<file path="config.mk">
export PLATFORM = sky130hd
export DESIGN_NAME = mux_func_scan
export DESIGN_NICKNAME = d
export VERILOG_FILES = /design/src/rtl/mux_func_scan.sv
export SDC_FILE = /design/constraint.sdc
export NUM_CORES = 1
export LEC_CHECK = 0
export ABC_AREA = 1
export CAP_MARGIN = 0
export CORE_UTILIZATION = 58
export DETAILED_ROUTE_END_ITERATION = 8
export PLACE_DENSITY_LB_ADDON = 0.08
export SKIP_CTS_REPAIR_TIMING = 1
export SKIP_LAST_GASP = 1
export SYNTH_ARGS = -nofsm -noshare
export SYNTH_HDL_FRONTEND = slang
export SYNTH_SLANG_ARGS = --single-unit
export TNS_END_PERCENT = 30
</file>
<file path="constraint.sdc">
create_clock -name clk -period 4.2 [get_ports clk]
set_clock_uncertainty 0.05 [all_clocks]
set_input_delay 0.84 -clock clk [delete_from_list [all_inputs] [get_ports clk]]
set_output_delay 0.84 -clock clk [all_outputs]
set_load 0.1 [all_outputs]
</file>
<file path="src/rtl/mux_func_scan.sv">
// Mux-based function evaluator: a 2^SEL_W entry residue-code table drives direct
// evaluation of f(vars), or a scan that captures the complete truth table into tt.
module mux_func_scan #(
  parameter int SEL_W = 3
) (
  input  logic                         clk,
  input  logic                         rst_n,
  input  logic                         cfg_we,
  input  logic [SEL_W-1:0]             cfg_idx,
  input  logic [1:0]                   cfg_code,
  input  logic [SEL_W:0]               vars,
  input  logic                         mode,
  input  logic                         start,
  output logic                         y,
  output logic                         y_valid,
  output logic                         busy,
  output logic                         done,
  output logic [2**(SEL_W+1)-1:0]      tt
);
  localparam int V = SEL_W + 1;
  localparam int N = 2**SEL_W;

  typedef enum logic [1:0] {IDLE, SCAN, DONE} state_t;

  state_t         state, state_nxt;
  logic [1:0]     code [N];
  logic [V-1:0]   cnt;
  logic           scan_go;
  logic           f_direct;
  logic           f_scan;

  function automatic logic decode(input logic [1:0] c, input logic d);
    case (c)
      2'b00:   return 1'b0;
      2'b01:   return 1'b1;
      2'b10:   return d;
      default: return ~d;
    endcase
  endfunction

  assign scan_go  = (state == IDLE) && start && mode;
  assign f_direct = decode(code[vars[V-1:1]], vars[0]);
  assign f_scan   = decode(code[cnt[V-1:1]], cnt[0]);

  always_ff @(posedge clk or negedge rst_n) begin
    if (!rst_n) state <= IDLE;
    else        state <= state_nxt;
  end

  always_comb begin
    state_nxt = state;
    busy      = 1'b0;
    done      = 1'b0;
    case (state)
      IDLE: if (scan_go) state_nxt = SCAN;
      SCAN: begin
        busy = 1'b1;
        if (cnt == {V{1'b1}}) state_nxt = DONE;
      end
      DONE: begin
        done      = 1'b1;
        state_nxt = IDLE;
      end
      default: state_nxt = IDLE;
    endcase
  end

  // Table writes land only in IDLE; a same-cycle evaluation still sees the old code.
  always_ff @(posedge clk or negedge rst_n) begin
    if (!rst_n) begin
      cnt     <= '0;
      tt      <= '0;
      y       <= 1'b0;
      y_valid <= 1'b0;
      for (int i = 0; i < N; i++) code[i] <= 2'b00;
    end else begin
      case (state)
        IDLE: begin
          if (cfg_we) code[cfg_idx] <= cfg_code;
          if (scan_go) begin
            cnt     <= '0;
            y_valid <= 1'b0;
          end else if (!mode) begin
            y       <= f_direct;
            y_valid <= 1'b1;
          end
        end
        SCAN: begin
          tt[cnt] <= f_scan;
          y       <= f_scan;
          cnt     <= cnt + 1'b1;
        end
        default: ;
      endcase
    end
  end
endmodule

</file>
==> impl_results.md <==
* Max-slew violation count at 0
* Actual slew at the worst max-slew pin at 0.976 ns
* Ports at 34
* Final Wtd Congestion at 0.925
* Synth Warn # at 0
* Die area at 4100 um2
* Starting Density at 60.6%
* Yosys cell types at 27
* Die span in y at 64.1 um
* Total grt overflow at 0
* Max Freq at 325 MHz
* Critical-path maximum fanout at 9
* Largest net degree at the start of global routing at 41
* Post-Syn Area at 2230 um2
* CTS clk-pin slew, worst paths at 0.07 ns
* Crit path arrival time at 2.19 ns
* Hold path start: y_valid
* Via density at 5.27
* Top-count cell post-synth: nand2_1
* TritonCTS Buffers at 5
* Ranking of synthesized cells by area: dfrtp_1, nand2_1, o21ai_0
* Worst R2R Start: cnt[1]
* Fillers at 333
* Diode count at 0
* DP HPWL at 3.53 mm
* Clk Latency, worst-skew pair at 0.29 ns
* Slowest stage delay, CP at 1.20 ns
* Synth area leader: dfrtp_1
* Worst R2R End: tt[1]
* Setup_tns at 0 ns
* DRC at 0
* CP cell instances: nor2_2 -> clkdlybuf4s50_1
* Clock root cell: clkbuf_8
* CP top delay family: buffers and inverters
* Row count at 22
* Worst Hold Endpoint: y_valid
* Routed Antenna Nets at 0
* Worst reg2reg path depth at 10
* Fraction of layout cells with a size suffix above 1 at 13.2%
* Crit start category: flip-flop
* Critical Path Sink Type: output port
* WHS Path Cells at 2
* Area share of the largest cell type after synthesis at 44.8%
* Synth-to-Final Area Change at 19.4%
* Hold crit path type: reg -> reg
* Clk buf depth at 2
* RSZ-0062 raised after global routing: false
* Run status: complete, no violations
* WP buf/inv at 1
* First-pass GRT wire length at 8.49 mm
* CP startpoint: state[1]
* Iter 0 DRT Violations at 193
* # setup viols final at 0
* CP required at 3.31 ns
* Mean Syn Cell Area at 7.55 um2
* Drt pass-1 iters at 4
* Max_cap viols at 0
* Initial antenna violation count at 0
* Final core occ at 72.4%
* H-tree Lvls at 2
* Tcrit/Tclk final at 73.3%
* Die extent in x at 64.1 um
* CTS tree: built
* Syn Nets at 314
* Clk sinks at 40
* Synth top cells by count: nand2_1, dfrtp_1, inv_1
* Final hold vios at 0
* Final #Nets at 351
* Synth Register Bits at 40
* Core area at 3690 um2
* Mapped Cells at 296
* EDFF count, synth at 0
* Dominant synthesized flop cell: dfrtp_1
* DR vias at 2008
* Slowest-stage cell, CP: clkdlybuf4s50_1
* Crit Path Class: reg -> out
* Reg2Reg Setup Slack at 2.44 ns
* Avg WL per Cell at 12.6 um
* GRT Total Usage at 27.0%
* Worst slew margin at 34.7%
* Tmin final at 3.08 ns
* Ys async rst share at 100%
* Port Buffer Count at 33
* WL final at 4.81 mm
* Post-synthesis sequential area ratio at 44.8%
* Vias in the first global route at 1862
[worst min-delay path, cell delays in order, from the launching register on]
cell and delay, ns:
dfrtp_1 0.35, nand2_1 0.05, nand2_1 0.05
[cell families after synthesis]
logic type | synth area share (%)
xor gates and xnor gates | 0.784
adders and majority gates | 2.24
buffers and inverters | 8.51
and+or+nand+nor | 33.5
AOI/OAI and AO/OA | 10.2
DFF | 44.8
[layout make-up]
cell class                      count  area [um2]  area share, %
Tap cell                           48        60.1           2.25
Inverter                           42         161           6.05
Timing Repair Buffer               33         325           12.2
Clock inverter                      1        5.00          0.188
Clock buffer                        6        72.6           2.72
Sequential cell                    40        1000           37.5
Multi-Input combinational cell    211        1040           39.1
[layout by cell type (no fill, tap or decap), drive strengths merged, types with 4 or more instances in the layout]
cell type / n
clkbuf: 6
clkdlybuf4s50: 32
dfrtp: 40
ha: 4
inv: 41
nand2: 106
nand3: 23
nor2: 31
o211ai: 4
o21ai: 36
[sequential cells by signal, summed over array words and instances (netlist names)]
signal,count
tt,16
cnt,4
code,16
state,2
y_valid,1
y,1
[stage by stage]
step | hold slack (ns) | instances | setup slack, ns | area, um2
floorplan | 0.403 | 296 | 1.66 | 2230
global route | 0.470 | 381 | 1.05 | 2670
CTS | 0.440 | 381 | 1.10 | 2670
finish | 0.429 | 381 | 1.12 | 2670
detailed placement | 0.419 | 374 | 1.43 | 2590
global placement | 0.412 | 374 | 1.45 | 2590
[worst max-delay path by stage]
stage	to	depth (start not counted)
after floorplan	done	2
after global placement	busy	2
after detailed placement	busy	2
after CTS	busy	2
after global routing	busy	2
final	busy	2
[routing by layer]
metal	wire length (um)	vias to the layer above	GRT usage, %
li1	-	998	-
met1	2220	943	38.1
met2	2210	60	42.6
met3	321	7	4.82
met4	52	0	7.67
met5	0	-	0
Power is left out: the tool's default activity adds up to more than one toggle a clock period on the data nets, which glitch-free logic cannot reach.
